### src/rtl/change_dispenser_pkg.sv
// -----------------------------------------------------------------------------
// change_dispenser_pkg
// Shared definitions for the change dispenser and the vending FSM:
//   - coin-code constants (same encoding as the vending coin input)
//   - coin value table in Rs.5 units, indexed by coin code
//   - dispenser FSM state encoding
// -----------------------------------------------------------------------------
package change_dispenser_pkg;

    localparam logic [1:0] COIN_5  = 2'b00;
    localparam logic [1:0] COIN_10 = 2'b01;
    localparam logic [1:0] COIN_15 = 2'b10;
    localparam logic [1:0] COIN_20 = 2'b11;

    // Value of each coin in Rs.5 units, indexed by its code.
    localparam logic [2:0] COIN_VALUE [4] = '{3'd1, 3'd2, 3'd3, 3'd4};

    typedef enum logic [1:0] {
        StIdle = 2'b00,
        StPay  = 2'b01,
        StDone = 2'b10,
        StErr  = 2'b11
    } chg_state_e;

endpackage

### src/rtl/coin_select.sv
// -----------------------------------------------------------------------------
// coin_select
// Combinational greedy coin chooser: largest coin not exceeding the remaining
// amount (capped at Rs.20).
// Ports:
//   i_remaining  [AMT_W-1:0]  amount still to pay, Rs.5 units
//   o_coin_code  [1:0]        code of the coin to offer
//   o_coin_value [2:0]        value of that coin in Rs.5 units (1..4)
// For i_remaining == 0 the outputs are COIN_5 / 1; callers never pay then.
// -----------------------------------------------------------------------------
module coin_select
    import change_dispenser_pkg::*;
#(
    parameter int unsigned AMT_W = 5
) (
    input  logic [AMT_W-1:0] i_remaining,
    output logic [1:0]       o_coin_code,
    output logic [2:0]       o_coin_value
);

    always_comb begin
        o_coin_code = COIN_5;
        if (i_remaining >= AMT_W'(4)) begin
            o_coin_code = COIN_20;
        end else begin
            unique case (i_remaining[1:0])
                2'd3:    o_coin_code = COIN_15;
                2'd2:    o_coin_code = COIN_10;
                default: o_coin_code = COIN_5;
            endcase
        end
        o_coin_value = COIN_VALUE[o_coin_code];
    end

endmodule

### src/rtl/change_dispenser.sv
// -----------------------------------------------------------------------------
// change_dispenser
// Pays out a refund as a stream of coins to a hopper, greedy largest-first,
// using a valid/ready handshake. All outputs are registered.
// Ports:
//   clk         rising-edge clock
//   rst         synchronous active-high reset (priority over everything)
//   refund_req  one-cycle request, accepted only in IDLE
//   refund_amt  refund amount in Rs.5 units
//   coin_valid  a coin is offered to the hopper
//   coin_code   offered coin (00=Rs.5 .. 11=Rs.20), 00 when not valid
//   coin_ready  hopper accepts the offered coin this cycle
//   busy        payout in progress (PAY and DONE)
//   done        one-cycle completion pulse
//   err         hopper stall error, sticky until rst
// Configuration:
//   CHG_TIMEOUT_EN  when defined, TIMEOUT consecutive stalled PAY cycles move
//                   the FSM to ERR; otherwise err is tied low and PAY waits
//                   indefinitely for coin_ready.
// -----------------------------------------------------------------------------
module change_dispenser
    import change_dispenser_pkg::*;
#(
    parameter int unsigned AMT_W   = 5,
    parameter int unsigned TIMEOUT = 16
) (
    input  logic             clk,
    input  logic             rst,
    input  logic             refund_req,
    input  logic [AMT_W-1:0] refund_amt,
    output logic             coin_valid,
    output logic [1:0]       coin_code,
    input  logic             coin_ready,
    output logic             busy,
    output logic             done,
    output logic             err
);

    chg_state_e       r_state;
    logic [AMT_W-1:0] r_remaining;
    logic             r_coin_valid;
    logic [1:0]       r_coin_code;
    logic             r_busy;
    logic             r_done;

    logic [2:0]       w_cur_value;
    logic [1:0]       w_cur_code_unused;
    logic [AMT_W-1:0] w_rem_after;
    logic [AMT_W-1:0] w_next_sel;
    logic [1:0]       w_next_code;
    logic [2:0]       w_next_value_unused;

    // Value of the coin currently offered; drives the decrement on transfer.
    coin_select #(
        .AMT_W (AMT_W)
    ) u_sel_cur (
        .i_remaining  (r_remaining),
        .o_coin_code  (w_cur_code_unused),
        .o_coin_value (w_cur_value)
    );

    // Greedy value never exceeds remaining, so this cannot underflow in PAY.
    assign w_rem_after = r_remaining - AMT_W'(w_cur_value);

    // Outputs are registered, so the code for the next cycle is chosen from
    // the amount that will be remaining after this edge.
    assign w_next_sel = (r_state == StPay) ? w_rem_after : refund_amt;

    coin_select #(
        .AMT_W (AMT_W)
    ) u_sel_next (
        .i_remaining  (w_next_sel),
        .o_coin_code  (w_next_code),
        .o_coin_value (w_next_value_unused)
    );

`ifdef CHG_TIMEOUT_EN
    localparam int unsigned STALL_W = $clog2(TIMEOUT + 1);
    logic [STALL_W-1:0] r_stall;
    logic               r_err;
`else
    localparam int unsigned unused_timeout = TIMEOUT;
`endif

    always_ff @(posedge clk) begin
        if (rst) begin
            r_state      <= StIdle;
            r_remaining  <= '0;
            r_coin_valid <= 1'b0;
            r_coin_code  <= COIN_5;
            r_busy       <= 1'b0;
            r_done       <= 1'b0;
`ifdef CHG_TIMEOUT_EN
            r_stall      <= '0;
            r_err        <= 1'b0;
`endif
        end else begin
            unique case (r_state)
                StIdle: begin
                    if (refund_req) begin
                        r_remaining <= refund_amt;
                        r_busy      <= 1'b1;
                        if (refund_amt == '0) begin
                            r_state <= StDone;
                            r_done  <= 1'b1;
                        end else begin
                            r_state      <= StPay;
                            r_coin_valid <= 1'b1;
                            r_coin_code  <= w_next_code;
                        end
                    end
                end
                StPay: begin
                    if (coin_ready) begin
                        r_remaining <= w_rem_after;
`ifdef CHG_TIMEOUT_EN
                        r_stall     <= '0;
`endif
                        if (w_rem_after == '0) begin
                            r_state      <= StDone;
                            r_coin_valid <= 1'b0;
                            r_coin_code  <= COIN_5;
                            r_done       <= 1'b1;
                        end else begin
                            r_coin_code <= w_next_code;
                        end
                    end
`ifdef CHG_TIMEOUT_EN
                    else if (r_stall == STALL_W'(TIMEOUT - 1)) begin
                        r_state      <= StErr;
                        r_coin_valid <= 1'b0;
                        r_coin_code  <= COIN_5;
                        r_busy       <= 1'b0;
                        r_err        <= 1'b1;
                    end else begin
                        r_stall <= r_stall + 1'b1;
                    end
`endif
                end
                StDone: begin
                    r_state <= StIdle;
                    r_busy  <= 1'b0;
                    r_done  <= 1'b0;
                end
                StErr: begin
                    // Sticky until reset.
                    r_state <= StErr;
                end
                default: begin
                    r_state <= StIdle;
                end
            endcase
        end
    end

    assign coin_valid = r_coin_valid;
    assign coin_code  = r_coin_code;
    assign busy       = r_busy;
    assign done       = r_done;
`ifdef CHG_TIMEOUT_EN
    assign err        = r_err;
`else
    assign err        = 1'b0;
`endif

endmodule

### config.mk
export PLATFORM = sky130hd
export DESIGN_NAME = change_dispenser
export DESIGN_NICKNAME = d
export VERILOG_FILES = /design/src/rtl/change_dispenser_pkg.sv /design/src/rtl/coin_select.sv /design/src/rtl/change_dispenser.sv
export SDC_FILE = /design/constraint.sdc
export NUM_CORES = 1
export LEC_CHECK = 0
export ABC_CLOCK_PERIOD_IN_PS = 2550
export CORE_ASPECT_RATIO = 0.8
export CORE_UTILIZATION = 30
export DETAILED_ROUTE_END_ITERATION = 8
export MAX_ROUTING_LAYER = met4
export PLACE_DENSITY = 0.56
export SETUP_SLACK_MARGIN = 0.4
export SKIP_CTS_REPAIR_TIMING = 1
export SLEW_MARGIN = 20
export SYNTH_ARGS = -nofsm -noshare
export SYNTH_HDL_FRONTEND = slang
export SYNTH_SLANG_ARGS = --single-unit
### constraint.sdc
create_clock -name clk -period 2.55 [get_ports clk]
set_input_delay 0.6375 -clock clk [delete_from_list [all_inputs] [get_ports clk]]
set_output_delay 0.6375 -clock clk [all_outputs]
set_load 0.05 [all_outputs]
### After elaboration in Yosys (flattened, before gate mapping)

Cells that the tools add are included.

* bitwise logic cells: 1
* mux-type cells: 33
* eq/ne operators: 12
* $add $sub $neg: 1
* reduce and logical (&&, ||, !) cells: 12
* $lt $le $gt $ge: 3

Operator list (count)
* $mux 2: 10
* $mux 5: 3
* $eq 2x2->1 const B: 6
* $pmux 2 s2: 3
* $ge 5x3->1 const B: 2
* $logic_not 5->1: 2
* $pmux 5 s2: 1
* $reduce_and 5->1: 2
* $mux 1: 9
* $ne 2x2->1 const B: 4
* $pmux 2 s4: 1
* $bmux 3 s2: 1
* $mux 3: 2
* $reduce_and 3->1: 2
* $sub 5x3->5: 1
* $pmux 1 s2: 2
* $reduce_and 4->1: 1
* $reduce_bool 2->1: 2
* $ge 3x3->1 const B: 1
* $not 2->3: 1
* $pmux 1 s3: 1
* $reduce_bool 3->1: 1
* $eq 2x1->1 const B: 1
* $logic_not 2->1: 1
* 2 further kinds: 2

* register bits after elaboration: 12
* bits of input ports: 9
* output and inout port bits: 6
* word-level logic and storage cells: 68

### Depth between registers and ports, before layout

Gate-level depths: netlist of run 1.

* depth after elaboration: 15
* depth in mapped cells: 12
* mapped depth without buffers: 11

### Cells and area by module

Synthesis of run 1 repeated with hierarchy kept, for this count alone.

* cells, all modules: 125
* area, all modules: 1011.0 sq um

Modules (own cells, without submodules)
* change_dispenser: area each 915.9 sq um, times used 1, sequential area each 240.2 sq um, cells an instance 111
* coin_select: area each 47.5 sq um, times used 2, sequential area each 0.0 sq um, cells an instance 7

### Worst setup path before layout of run 1

OpenSTA, ideal clock, no wires.

* path kind: register to register
* start: register r_remaining[3]
* end: register r_state[0]
* clock period less this slack: 2.713 ns
* library setup time: 0.095 ns
* buffers on the path: 1
* setup slack: -0.163 ns
* required time: 2.455 ns
* stages on the path, launching flop included: 13
* data arrival time: 2.617 ns
* cell sequence: dfxtp_1 -> buf_4 -> nor3_1 -> a21boi_1 -> inv_1 -> ha_1 -> inv_1 -> fa_1 -> nor2_1 -> a21oi_2 -> o21a_4 -> or4_1 -> o311ai_1

* word-level cells in the longest chain between the ends: 10

RTL lines
* from (decl): RTL line change_dispenser.sv:40 `logic [AMT_W-1:0] r_remaining;`
* from (signal assigned): RTL line change_dispenser.sv:101 `r_remaining <= refund_amt;`
* from (signal assigned): RTL line change_dispenser.sv:115 `r_remaining <= w_rem_after;`
* $ge 5x3->1: RTL line coin_select.sv:23 `if (i_remaining >= AMT_W'(4)) begin`
* $mux 2: RTL line coin_select.sv:23
* $not 2->3 (not written as such): RTL line coin_select.sv:32 `o_coin_value = COIN_VALUE[o_coin_code];`
* $bmux 3 s2: RTL line coin_select.sv:32
* $mux 3 (not written as such) (2 in series): RTL line coin_select.sv:32
* $sub 5x3->5 (*): RTL line change_dispenser.sv:63 `assign w_rem_after = r_remaining - AMT_W'(w_cur_value);`
* $logic_not 5->1 (*): RTL line change_dispenser.sv:119 `if (w_rem_after == '0) begin`
* $ne 2x1->1 (no source line) (*)
* $reduce_and 3->1 (no source line) (*)
* to (signal assigned): RTL line change_dispenser.sv:87 `r_state <= StIdle;`
* to (signal assigned): RTL line change_dispenser.sv:120 `r_state <= StDone;`
* to (signal assigned): RTL line change_dispenser.sv:141 `r_state <= StIdle;`
* to (decl): RTL line change_dispenser.sv:39 `chg_state_e r_state;`

Mark *: on every way between the ends. The rest lies on a longest branch, timed or not. The select of a mux whose other input is x is not followed.
A chain may end at the register's enable or synchronous reset.

### Worst setup path after layout of run 1

Same ends and word-level chain as after synthesis.

==> results of run 1 <==
## stage by stage
stage          TNS, ps  hold slack [ps]  instance area [µm²]
3_5_place_dp     -48.0              462                 1320
4_1_cts           -112              474                 1370
6_report             0              474                 1500
2_1_floorplan        0              478                 1110
3_3_place_gp         0              469                 1320
5_1_grt           -288              494                 1500
## Yosys cell counts (4+ instances only)
master,number
dfxtp_1,12
inv_1,11
ha_1,8
nand3_1,5
nor2_1,14
a21oi_1,8
nand2b_1,4
mux2i_1,4
nor3_1,5
nand2_1,14
## worst max-delay path, delay by kind of cell (launching register included)
family / cells / cell delay [ps]
and+or+nand+nor: 3 / 790
DFF: 1 / 320
adders and majority gates: 2 / 630
AOI/OAI and AO/OA: 4 / 600
buffers and inverters: 2 / 100
## flip-flops by register name, indices dropped and copies added (netlist names)
register     count
busy             1
r_state          2
r_remaining      5
coin_valid       1
coin_code        2
done             1
## layout make-up
class,count,area [µm²]
timing repair buffer,27,243
sequential,12,243
inverter,12,47.5
tap,42,52.6
multi-input combinational,112,861
fill,339,1950
clock buffer,4,55.1
## worst max path at each step
| stage | from | endpoint | slack (ps) | cells after the start |
|---|---|---|---|---|
| global placement | r_remaining[1] | done | 70 | 9 |
| floorplan | r_remaining[3] | r_state[0] | 40 | 12 |
| detailed placement | r_remaining[4] | r_state[0] | -20 | 11 |
| finish | r_remaining[3] | r_state[0] | 3 | 11 |
| CTS | r_remaining[4] | r_state[0] | -50 | 11 |
| global route | r_remaining[3] | r_state[0] | -90 | 11 |
## kinds of logic after synthesis
family	count (synthesis)
compound gates	40
fa+ha+maj	9
xor+xnor	3
mux	4
buf+inv	20
other cells	1
flops	12
simple gates	55
## routing by layer
layer / part of all wire (%) / track usage, % / vias up
met5: 0 / - / -
met4: 1.4 / 5.25 / 0
met3: 4.4 / 2.72 / 5
met2: 46 / 23.9 / 21
met1: 48 / 21.8 / 524
li1: - / - / 558
==> flow_metrics.py, run 1 <==
metrics = {
    "synth": {
        "synth_nets": 162,
        "yosys_warnings": 0,
        "yosys_register_bits": 12,
        "synth_mux_area_share_pct": 3.67,
        "synth.distinct_cells": 48,
        "synth_compound_area_share_pct": 26.7,
        "synth-simple-area-share_pct": 25.8,
        "synth_top_area_share_pct": 22.0,
        "syn_avg_cell_area_um2": 7.59,
        "synth-edff-count": 0,
        "synth_xor_area_share_pct": 2.41,
        "yosysSeqAreaShare_pct": 22.0,
        "netlist_instances": 144,
        "ys_top_cells_by_area": "dfxtp_1, ha_1, nand2_1",
        "synthArstFlopShare_pct": 0,
        "synth_area_um2": 1090,
        "synthAdderAreaFrac_pct": 11.0,
        "synth_top_family_by_area": "compound AO/OA/AOI/OAI gates",
        "synth_top_area_cell": "dfxtp_1",
        "ys.flop_type": "dfxtp_1",
    },
    "die": {
        "dieWidth_um": 69.5,
        "die_height_um": 56.0,
        "start_util_pct": 31.7,
        "dieArea_um2": 3890,
        "core_area_um2": 3450,
        "rows": 19,
        "ios": 15,
    },
    "clock_network": {
        "clock_path_buffers": 2,
        "clk_latency_ps": 250,
        "clk_root_buffer_cell": "clkbuf_8",
        "cts.clk_slew.worst_paths_ps": 60,
        "cts_tree": "done",
        "cts_inserted_buffers": 3,
        "clock-sinks": 12,
        "cts_max_level": 1,
    },
    "global_routing": {
        "grt_pass1_wl_um": 4770,
        "grt_usage_pct": 15.9,
        "grt_overflow": 0,
        "grt_max_degree": 12,
        "antenna_found_initial": 0,
        "grt_pass1_vias": 1014,
    },
    "setup_path": {
        "crit_path_start_kind": "flip-flop",
        "critPathSlowestCell": "or4_4",
        "reg2regPathDepth": 11,
        "crit_type": "reg -> reg",
        "r2r_slack_ps": 3,
        "cp_data_arrival_time_ps": 2710,
        "timing.rr.start": "r_remaining[3]",
        "end_kind": "flip-flop",
        "worstPathCellList": "nor3_2 -> a21boi_2 -> inv_2 -> ha_4 -> inv_4 -> fa_2 -> nor2_2 -> a21oi_2 -> o21a_4 -> or4_4 -> o311ai_2",
        "cpPeakStageDelay_ps": 480,
        "cp_max_fo": 5,
        "worstPathRequired_ps": 2710,
        "r2r-end": "r_state[0]",
    },
    "routing": {
        "wl_per_cell_um": 14.0,
        "drt-vias-per-instance": 5.30,
        "drt-total-wl_um": 2920,
        "via_count": 1108,
        "postRouteAntennaNets": 0,
        "drt-initial-drc-count": 32,
        "drt_pass1_iterations": 4,
        "drc": 0,
    },
    "layout": {
        "final_nets": 186,
        "diodes": 0,
        "instances_no_fill": 209,
        "fin_util_pct": 43.6,
        "area_growth_syn_to_layout_pct": 37.5,
        "final_cell_mix": "nor2_1, nand2_1, clkdlybuf4s50_1",
        "drive_above_1_share_pct": 26.3,
    },
    "placement": {
        "dpl.hpwl_um": 2200,
        "dpl.cell_count": 200,
        "dp_slack_ps": -22.1,
        "gp_congestion": 0.875,
        "port_buffers": 13,
    },
    "timing": {
        "period_share_pct": 99.9,
        "period_needed_ps": 2550,
        "finalHoldViolCount": 0,
        "max_freq_mhz": 393,
        "finalWorstSetupSlack_ps": 2.83,
        "max_slew.worst_pin.slew_ps": 502,
        "finalSetupViolations": 0,
        "rsz0062_at_grt": "true",
        "maxSlewViolCount": 0,
        "relSlewSlack_pct": 66.5,
        "fin_skew_ps": 5.38,
    },
    "hold_path": {
        "min_to": "coin_valid",
        "min-delay-start": "coin_valid",
        "hold_depth": 2,
        "worstHoldPathType": "reg -> reg",
    },
    "flow_run": {
        "drv_cap": 0,
    },
    "status": {
        "status": "finished clean",
    },
}
Power of run 1 is left out: the tool's default activity adds up to more than one toggle a clock period on the data nets, which glitch-free logic cannot reach.
==> inputs of run 2 (changes only) <==
==> constraint.sdc (replaced) <==
create_clock -name clk -period 2.55 [get_ports clk]
set_input_delay 0.6375 -clock clk [delete_from_list [all_inputs] [get_ports clk]]
set_output_delay 0.6375 -clock clk [all_outputs]
set_load 0.1 [all_outputs]
==> run 2 against run 1 <==
- the run now ends with negative setup slack left
- sequential share of layout area decreased by 0.14 points
- via count decreased by 4.0%
- wire length down 1.1%
- final cell count fell by 0.96%
- critical endpoint unchanged
==> flow_metrics.py, run 2 (synthesis gave the netlist of run 1 again) <==
metrics = {
    "setup_path": {
        "worstPathCellList": "nor3_4 -> a21boi_4 -> inv_2 -> ha_4 -> inv_4 -> fa_2 -> nor2_4 -> a21oi_2 -> o21a_4 -> or4_4 -> o311ai_2",
        "worstPathRequired_ps": 2700,
        "crit_path_start_kind": "flip-flop",
        "critPathSlowestCell": "or4_4",
        "cpPeakStageDelay_ps": 480,
        "reg2regPathDepth": 11,
        "end_kind": "flip-flop",
        "crit_type": "reg -> reg",
        "cp_max_fo": 5,
        "cp_data_arrival_time_ps": 2710,
    },
    "clock_network": {
        "cts_max_level": 1,
        "clock_path_buffers": 2,
        "clk_root_buffer_cell": "clkbuf_8",
        "cts.clk_slew.worst_paths_ps": 60,
        "clock-sinks": 12,
        "cts_tree": "done",
        "cts_inserted_buffers": 3,
        "clk_latency_ps": 240,
    },
    "timing": {
        "maxSlewViolCount": 0,
        "finalSetupViolations": 1,
        "rsz0062_at_grt": "true",
        "finalWorstSetupSlack_ps": -8.40,
        "fin_skew_ps": 1.21,
        "period_share_pct": 100,
        "period_needed_ps": 2560,
        "finalHoldViolCount": 0,
        "max_freq_mhz": 391,
    },
    "global_routing": {
        "grt_usage_pct": 15.1,
        "globalRouteMet1Util_pct": 22.0,
        "grt_use_met3_pct": 3.08,
        "grt_pass1_wl_um": 4620,
        "grt.busiest_layer": "met1",
        "antenna_found_initial": 0,
        "grt_overflow": 0,
        "grt_max_degree": 12,
        "grt_pass1_vias": 983,
        "grt_use_met2_pct": 21.9,
    },
    "flow_run": {
        "drv_cap": 0,
    },
    "status": {
        "status": "complete, but fails checks",
        "violations": "negative setup slack",
    },
    "layout": {
        "drive_above_1_share_pct": 32.7,
        "final_common_cell": "buf_4",
        "area_growth_syn_to_layout_pct": 40.1,
        "largest_reg_flops": 5,
        "regMostFlops": "r_remaining",
        "final_cell_mix": "buf_4, nand2_1, nor2_1",
        "diodes": 0,
        "final_nets": 184,
        "instances_no_fill": 207,
    },
    "hold_path": {
        "hold_depth": 2,
        "worstHoldPathType": "reg -> reg",
    },
    "placement": {
        "dpl.hpwl_um": 2180,
        "gp_congestion": 0.871,
        "dpl.cell_count": 199,
        "port_buffers": 13,
    },
    "routing": {
        "drt_pass1_iterations": 4,
        "postRouteAntennaNets": 0,
        "drt-vias-per-instance": 5.14,
        "drc": 0,
        "wl_per_cell_um": 13.9,
        "drt-initial-drc-count": 26,
        "via_count": 1064,
        "drt-total-wl_um": 2890,
    },
    "die": {
        "rows": 19,
        "dieWidth_um": 69.5,
        "ios": 15,
        "start_util_pct": 31.7,
        "dieArea_um2": 3890,
        "core_area_um2": 3450,
        "die_height_um": 56.0,
    },
}
run 2: cell type report:
type,instances,area (µm²)
Clock buffer,4,55.1
Sequential cell,12,245
Timing Repair Buffer,25,211
Tap cell,42,52.6
Multi-Input combinational cell,112,918
Inverter,12,47.5
Fill cell,328,1920
run 2: per-layer routing:
metal  part of all wire [%]  wire (µm)
met1                     52       1490
met2                     45       1310
met3                    2.9         83
met4                   0.24          7
met5                      0          0
run 2: stage by stage:
step	util, %	setup TNS [ps]	hold slack [ps]	setup WS (ps)	instance area (µm²)
floorplan	-	0	478	41.6	1110
detailed placement	37.6	-61.9	472	-35.9	1290
global route	44.4	-327	494	-111	1530
global placement	37.6	0	468	68.8	1290
finish	44.4	-8.40	482	-8.40	1530
CTS	39.2	-88.0	488	-45.0	1350
run 2: path summary, 6_finish.rpt:
path	to	from	slack (ps)
max	r_state[0]	r_remaining[3]	-8
min	coin_valid	coin_valid	480
max reg2reg	r_state[0]	r_remaining[3]	-8
min reg2reg	coin_valid	coin_valid	480
run 2: worst max-delay path, delay by kind of cell (launching register included):
| kind | cells | cell delay [ps] |
|---|---|---|
| buffers and inverters | 2 | 100 |
| AO/OA/AOI/OAI | 4 | 580 |
| AND/OR/NAND/NOR | 3 | 780 |
| flip-flops | 1 | 330 |
| adder cells (fa/ha/maj) | 2 | 670 |
Power of run 2 is left out for the same reason.
==> inputs of run 3 (changes only) <==
--- a/config.mk
+++ b/config.mk
@@ -6,11 +6,13 @@
 export NUM_CORES = 1
 export LEC_CHECK = 0
 export ABC_CLOCK_PERIOD_IN_PS = 2550
+export CELL_PAD_IN_SITES_DETAIL_PLACEMENT = 1
+export CELL_PAD_IN_SITES_GLOBAL_PLACEMENT = 2
 export CORE_ASPECT_RATIO = 0.8
-export CORE_UTILIZATION = 30
+export CORE_UTILIZATION = 28
 export DETAILED_ROUTE_END_ITERATION = 8
 export MAX_ROUTING_LAYER = met4
-export PLACE_DENSITY = 0.56
+export PLACE_DENSITY = 0.8
 export SETUP_SLACK_MARGIN = 0.4
 export SKIP_CTS_REPAIR_TIMING = 1
 export SLEW_MARGIN = 20
==> run 3 against run 2 <==
- the flow still finishes with violations (negative setup slack)
- flip-flop and latch count did not move
- wire length rose by 16%
- critical path type unchanged
- largest cell class unchanged
- die area rose by 6.9%
==> flow_metrics.py, run 3 (synthesis gave the netlist of run 1 again) <==
metrics = {
    "status": {
        "status": "complete, but fails checks",
        "violations": "negative setup slack",
    },
    "placement": {
        "dpl.cell_count": 204,
        "postPlaceCellArea_um2": 1330,
        "dpl.hpwl_um": 2550,
        "port_buffers": 13,
        "gp_congestion": 0.863,
    },
    "layout": {
        "final_cell_mix": "buf_4, nand2_1, nor2_1",
        "regMostFlops": "r_remaining",
        "final_nets": 187,
        "multi_input_area_um2": 823,
        "diodes": 0,
        "drive_above_1_share_pct": 27.4,
        "final_common_cell": "buf_4",
        "largest_reg_flops": 5,
        "final_cell_area_um2": 1460,
        "fin_util_pct": 40.8,
        "fill_cells": 451,
        "area_growth_syn_to_layout_pct": 33.3,
        "layout.area.seq_um2": 243,
        "instances_no_fill": 210,
    },
    "die": {
        "dieArea_um2": 4160,
        "ios": 15,
        "start_util_pct": 30.6,
        "rows": 19,
        "die_height_um": 57.9,
        "core_area_um2": 3570,
        "dieWidth_um": 71.8,
    },
    "routing": {
        "drc": 0,
        "wl_per_cell_um": 16.0,
        "drt-vias-per-instance": 5.35,
        "drt-initial-drc-count": 28,
        "postRouteAntennaNets": 0,
        "drt_pass1_iterations": 4,
        "via_count": 1124,
        "drt-total-wl_um": 3350,
    },
    "global_routing": {
        "grt_overflow": 0,
        "grt_pass1_vias": 1081,
        "antenna_found_initial": 0,
        "grt_max_degree": 11,
        "grt_usage_pct": 16.9,
        "grt_pass1_wl_um": 5110,
    },
    "setup_path": {
        "cp_data_arrival_time_ps": 2750,
        "crit_type": "reg -> reg",
        "endpoint": "r_state[0]",
        "cp_max_fo": 6,
        "crit_path_start_kind": "flip-flop",
        "r2r-end": "r_state[0]",
        "timing.rr.start": "r_remaining[3]",
        "reg2regPathDepth": 11,
        "worstPathRequired_ps": 2710,
        "r2r_slack_ps": -50,
        "end_kind": "flip-flop",
        "startpoint": "r_remaining[3]",
    },
    "clock_network": {
        "clock_path_buffers": 2,
        "cts.clk_slew.worst_paths_ps": 60,
        "cts_inserted_buffers": 3,
        "clock-sinks": 12,
        "clk_latency_ps": 260,
        "clk_root_buffer_cell": "clkbuf_8",
        "cts_max_level": 1,
        "cts_tree": "done",
    },
    "timing": {
        "whs_ps": 474,
        "maxSlewViolCount": 0,
        "rsz0062_at_grt": "true",
        "period_share_pct": 102,
        "max_freq_mhz": 385,
        "fin_skew_ps": 2.20,
        "finalHoldViolCount": 0,
        "finalWorstSetupSlack_ps": -46.3,
        "finalSetupViolations": 1,
        "period_needed_ps": 2600,
    },
    "hold_path": {
        "worstHoldPathType": "reg -> reg",
    },
    "flow_run": {
        "drv_cap": 0,
    },
}
[run 3: cell types whose count changed in the layout (fill, tap and decap cells not counted), sizes merged]
cell / delta
buf: +3
[run 3: worst min path at each step]
| stage | from | depth (start not counted) | endpoint |
|---|---|---|---|
| global placement | busy | 2 | busy |
| detailed placement | coin_valid | 2 | coin_valid |
| CTS | coin_valid | 2 | coin_valid |
| floorplan | r_remaining[0] | 2 | r_remaining[0] |
| global route | coin_valid | 2 | coin_valid |
| finish | coin_valid | 2 | coin_valid |
[run 3: final cells by class]
class	instances	area share [%]
multi-input cells	112	56.5
flip-flops and latches	12	16.7
repair buffers	28	16.3
clock buffers	4	3.78
well taps	42	3.61
inverters	12	3.09
[run 3: critical path, cell delays in order, from the launching register on]
cell,delay (ps)
dfxtp_2,320
nor3_2,210
a21boi_4,230
inv_2,60
ha_4,260
inv_2,40
ha_1,270
nand2b_1,90
o2bb2ai_2,170
xor2_2,230
or4_1,520
o311ai_1,90
[run 3: per-stage QoR]
stage	worst slack [ps]	setup TNS [ps]
after floorplan	41.6	0
after global placement	78.9	0
after detailed placement	-62.0	-91.4
after CTS	-106	-299
after global routing	-111	-345
final	-46.3	-46.3
[run 3: routing by layer]
metal | vias up | global-route usage, % | part of all wire (%)
met2 | 26 | 27.4 | 45
met3 | 6 | 4.17 | 3.7
li1 | 555 | - | -
met5 | - | - | 0
met1 | 537 | 20.9 | 49
met4 | 0 | 5.04 | 1.8
Power of run 3 is left out for the same reason.
==> patch 1, RTL diff (settings of run 3) <==
The 4 states of `chg_state_e` get a one-hot encoding in 4 bits.
--- a/src/rtl/change_dispenser_pkg.sv
+++ b/src/rtl/change_dispenser_pkg.sv
@@ -15,11 +15,11 @@
     // Value of each coin in Rs.5 units, indexed by its code.
     localparam logic [2:0] COIN_VALUE [4] = '{3'd1, 3'd2, 3'd3, 3'd4};
 
-    typedef enum logic [1:0] {
-        StIdle = 2'b00,
-        StPay  = 2'b01,
-        StDone = 2'b10,
-        StErr  = 2'b11
+    typedef enum logic [3:0] {
+        StIdle = 4'b0001,
+        StPay  = 4'b0010,
+        StDone = 4'b0100,
+        StErr  = 4'b1000
     } chg_state_e;
 
 endpackage
Check against the original RTL: no difference found for any inputs over 10 cycles, from zero or initial values and one cycle with rst high; not proved beyond that.
==> patch 1 against run 3 <==
  * Sequential cell count up 2
  * Critical path type unchanged
  * Worst hold slack improved by 0.0089 ns
  * Sequential share of layout area is 5.2 points higher
  * Routed wire length down 10%
  * Cell area is 10% lower
  * First-iteration DRC count increased by 57%
  * Largest cell class unchanged
  * Critical path depth unchanged
  * Synthesized area fell by 8.2%
  * Count of clock-buffer cells in the layout shrank 1
  * Setup slack improved by 0.066 ns
==> patch 1: results (changes against run 3) <==
[status]
status=complete, no violations

[synth]
synth_common_cells=15 x nor2_1, 14 x dfxtp_1, 10 x inv_1, 8 x nand2_1
synth.net_count=138  ; -15%
synth_area_leaders=dfxtp_1 28%, nor2_1 5.6%, ha_1 5.0%
synth.area.mux_share_pct=2.00  ; -1.7 points
synthXorXnorAreaFrac_pct=0.874  ; -1.5 points
synth_compound_area_share_pct=26.7  ; +0.027 points
synth-seq-area-share_pct=28.0  ; +6.0 points

[placement]
hpwl_um=2260  ; -12%
gp_congestion=0.776  ; -10%

[route]
first_pass_iters=4  ; unchanged
drt-initial-drc-count=44  ; +57%
drt_wl_total_um=3000  ; -10%
num_vias=1002  ; -11%

[setup_path]
r2r_start=r_remaining[4]
r2r_end=r_state[1]
worst-path-max-fanout=5  ; -1
regToRegSetupSlack_ns=0.02  ; +0.07 ns
cp_data_arrival_time_ns=2.68  ; -0.07 ns

[global_route]
grt_max_degree=19  ; +8
grt_pass1_wl_um=4380  ; -14%
grt_pass1_vias=886  ; -18%

[sta]
clock_skew_ns=0.000609  ; -0.00159 ns

[layout]
fin_nets=160  ; -14%
fillers=430  ; -4.7%
drive_gt1_share_pct=27.1  ; -0.30 points

[power]
p_sw_share_pct=41.4

patch 1: kinds of logic after synthesis:
logic type      after synthesis
fa+ha+maj                     5
flops                        14
simple gates                 51
xor+xnor                      1
buf+inv                      14
compound gates               36
other cells                   1
mux                           2
patch 1: power groups by stage:
stage	clock [mW]	sequential [mW]	combinational [mW]
floorplan	0	0.321	0.249
global placement	0	0.262	0.390
detailed placement	0	0.264	0.399
CTS	0.193	0.259	0.401
global route	0.203	0.263	0.520
finish	0.187	0.261	0.483
patch 1: layout make-up:
| cell class | instances | share of cell area [%] |
|---|---|---|
| clock buffer | 3 | 3.15 |
| inverter | 10 | 2.86 |
| multi-input combinational | 96 | 54.6 |
| sequential | 14 | 21.9 |
| tap | 42 | 4.01 |
| timing repair buffer | 21 | 13.5 |
patch 1: worst min path at each step:
| stage | startpoint | to | slack [ns] | cells past startpoint |
|---|---|---|---|---|
| 2_1_floorplan | r_remaining[2] | r_remaining[2] | 0.48 | 2 |
| 3_3_place_gp | coin_code[0] | coin_code[0] | 0.45 | 1 |
| 3_5_place_dp | done | done | 0.47 | 2 |
| 4_1_cts | coin_code[1] | coin_code[1] | 0.48 | 1 |
| 5_1_grt | coin_code[1] | coin_code[1] | 0.50 | 1 |
| 6_report | coin_code[1] | coin_code[1] | 0.48 | 1 |
patch 1: metrics by stage:
| step | TNS (ns) | setup slack, ns | cells | instance area (sq um) | hold slack, ns |
|---|---|---|---|---|---|
| global placement | 0 | 0.0853 | 178 | 1190 | 0.454 |
| global route | -0.269 | -0.126 | 186 | 1310 | 0.496 |
| detailed placement | 0 | 0.0183 | 178 | 1190 | 0.468 |
| finish | 0 | 0.0200 | 186 | 1310 | 0.483 |
| floorplan | 0 | 0.270 | 124 | 1030 | 0.482 |
| CTS | -0.00531 | -0.00531 | 181 | 1230 | 0.483 |
patch 1: per-layer routing:
metal  vias to the layer above  share of wire, %  global-route usage [%]
li1                        491                 -                       -
met1                       480                48                    22.4
met2                        26                44                    22.9
met3                         5               6.5                    5.58
met4                         0               1.3                    4.08
met5                         -                 0                       -
patch 1: critical path: stages (launching register included):
cell and delay (ns):
dfxtp_4 0.37, nor3_4 0.19, a21boi_2 0.20, inv_1 0.06
ha_1 0.29, inv_2 0.05, fa_2 0.41, nand2_2 0.10
a21boi_4 0.19, o21ai_4 0.10, a41o_1 0.20, a2111oi_2 0.28
==> patch 2, RTL diff (settings of run 3) <==
Without the edit above. `AMT_W` is set to 5 in 2 places; all go to 7. Comments in the files are not updated.
--- a/src/rtl/coin_select.sv
+++ b/src/rtl/coin_select.sv
@@ -11,7 +11,7 @@
 module coin_select
     import change_dispenser_pkg::*;
 #(
-    parameter int unsigned AMT_W = 5
+    parameter int unsigned AMT_W = 7
 ) (
     input  logic [AMT_W-1:0] i_remaining,
     output logic [1:0]       o_coin_code,
--- a/src/rtl/change_dispenser.sv
+++ b/src/rtl/change_dispenser.sv
@@ -21,7 +21,7 @@
 module change_dispenser
     import change_dispenser_pkg::*;
 #(
-    parameter int unsigned AMT_W   = 5,
+    parameter int unsigned AMT_W   = 7,
     parameter int unsigned TIMEOUT = 16
 ) (
     input  logic             clk,
Ports: changed (resized refund_amt); port bits go from 15 to 17. No check against the original RTL was run, so the function may have changed too.
==> patch 2 against run 3 <==
  * Critical path depth is 3 higher
  * Largest cell class unchanged
  * Clock skew is 0.00059 ns higher
  * Cell area is 18% higher
  * Routed wire length is 12% higher
  * Critical path type unchanged
  * Sequential cell count is 2 higher
  * First-iteration DRC count is 100% higher
  * Setup slack worse by 0.34 ns
  * The run still ends with setup timing left
  * Synthesized area is 1.9% higher
Power is left out: the tool's default activity adds up to more than one toggle a clock period on the data nets, which glitch-free logic cannot reach.
==> patch 2: results (changes against run 3) <==
[global_route]
grt_pass1_wl_um=5710  ; +12%
grt_max_degree=13  ; +2
grt_antenna_before_repair=0  ; unchanged
track_usage_pct=18.4  ; +1.5 points

[synth]
yosys_warnings=0  ; unchanged
synth_area_leaders=dfxtp_1 25%, ha_1 9.0%, a21oi_1 8.1%
synth_cell_types=45  ; -6.3%
yosysTopAreaCellShare_pct=25.2  ; +3.2 points
ys_async_sr_fraction_pct=0  ; unchanged
synth.avg_cell_area_sq_um=7.84  ; +3.4%
synth.area.mux_share_pct=4.49  ; +0.83 points
synth_fa_ha_area_share_pct=10.8  ; -0.21 points
synth_common_cells=19 x nor2_1, 18 x a21oi_1, 15 x nand2_1, 14 x dfxtp_1, 11 x inv_1
synthXorXnorAreaFrac_pct=2.25  ; -0.16 points
synth-seq-area-share_pct=25.2  ; +3.2 points
synth_compound_area_share_pct=25.4  ; -1.3 points

[setup_path]
worstRegToRegCells=14  ; +3
cp_data_arrival_time_ns=3.09  ; +0.34 ns
crit_slowest_cell=fa_2
worst-path-buf-inv=3  ; +1
r2r_start=r_remaining[5]
critical_path.max_stage_delay_ns=0.37  ; -0.15 ns
r2r_end=r_state[0]
worst-path-max-fanout=3  ; -3

[placement]
place_inst=230  ; +13%
io_buffers=15  ; +2
hpwl_um=2790  ; +9.2%
gp_congestion=0.790  ; -8.5%

[clock_network]
clk_path_buf_depth=2  ; unchanged
cts_made_buffers=3  ; unchanged
worst_skew_pair.late_latency_ns=0.26  ; about the same
clk_pin_slew_ns=0.06  ; about the same
cts_root_buffer=clkbuf_8

[min_path]
hold_path_end=coin_code[1]
hp-start=coin_code[1]
holdPathStages=2  ; unchanged
hold_path_class=reg -> reg

[layout]
fin_cells=237  ; +13%
largest_reg_flops=7  ; +2
antennaDiodeCount=0  ; unchanged
largest-register=r_remaining
fin_nets=204  ; +9.1%
drive_gt1_share_pct=41.8  ; +14 points

[route]
drt_wl_total_um=3740  ; +12%
drt-initial-drc-count=57  ; +100%
num_vias=1173  ; +4.4%
first_pass_iters=4  ; unchanged

[sta]
setup_viol=8  ; +7
setup_slack_ns=-0.387  ; -0.341 ns
clock_skew_ns=0.00278  ; +0.000589 ns

[status]
status=complete, but fails checks
violations=setup timing

-- patch 2: cell count changes in the layout (fill, tap and decap cells not counted), sizes merged, moves of 4 or more --
cell / delta
a21oi: +9
buf: +12
nand3: -4
nor2: +5
nor3: -4
-- patch 2: how the worst max path moves through the flow --
stage / start / end / slack (ns) / cells after the start
4_1_cts: r_remaining[5] / r_state[0] / -0.40 / 13
3_5_place_dp: r_remaining[5] / r_state[0] / -0.38 / 13
6_report: r_remaining[5] / r_state[0] / -0.39 / 14
5_1_grt: r_remaining[5] / r_state[0] / -0.54 / 14
2_1_floorplan: r_remaining[5] / r_state[0] / -0.29 / 13
3_3_place_gp: r_remaining[5] / r_state[1] / -0.27 / 13
-- patch 2: through the flow --
step	setup slack [ns]	hold slack [ns]	TNS, ns	util, %	cell area [sq um]
after floorplan	-0.292	0.449	-0.953	-	1130
after global placement	-0.265	0.450	-1.28	39.0	1480
after detailed placement	-0.379	0.456	-2.12	39.0	1480
after CTS	-0.395	0.471	-2.32	40.1	1530
after global routing	-0.538	0.502	-3.56	45.2	1720
final	-0.387	0.465	-2.12	45.2	1720
-- patch 2: logic make-up after synthesis --
logic type / Yosys count
buf+inv: 16
xor+xnor: 2
compound gates: 40
fa+ha+maj: 9
flops: 14
mux: 4
simple gates: 56
other cells: 1
-- patch 2: per-layer routing --
| layer | global-route usage [%] | routed length [um] |
|---|---|---|
| met1 | 23.7 | 1780 |
| met5 | - | 0 |
| met2 | 28.6 | 1770 |
| met4 | 6.16 | 59 |
| met3 | 4.11 | 133 |
-- patch 2: worst reg2reg max path, cell delays in order (launching register included) --
cell      delay (ns)
dfxtp_2         0.33
nor3_4          0.20
nand2_2         0.09
a21oi_2         0.15
inv_2           0.06
ha_4            0.27
inv_2           0.04
fa_2            0.37
buf_6           0.15
xnor2_4         0.15
nand3b_1        0.12
nor3b_2         0.30
a31o_4          0.22
nand2_4         0.06
mux2_4          0.30
-- patch 2: final cells by class --
type / count / area, sq um
fillers: 467 / 2090
multi-input cells: 112 / 928
inverters: 11 / 41.3
flip-flops and latches: 14 / 283
clock buffers: 3 / 41.3
repair buffers: 42 / 355
well taps: 55 / 68.8
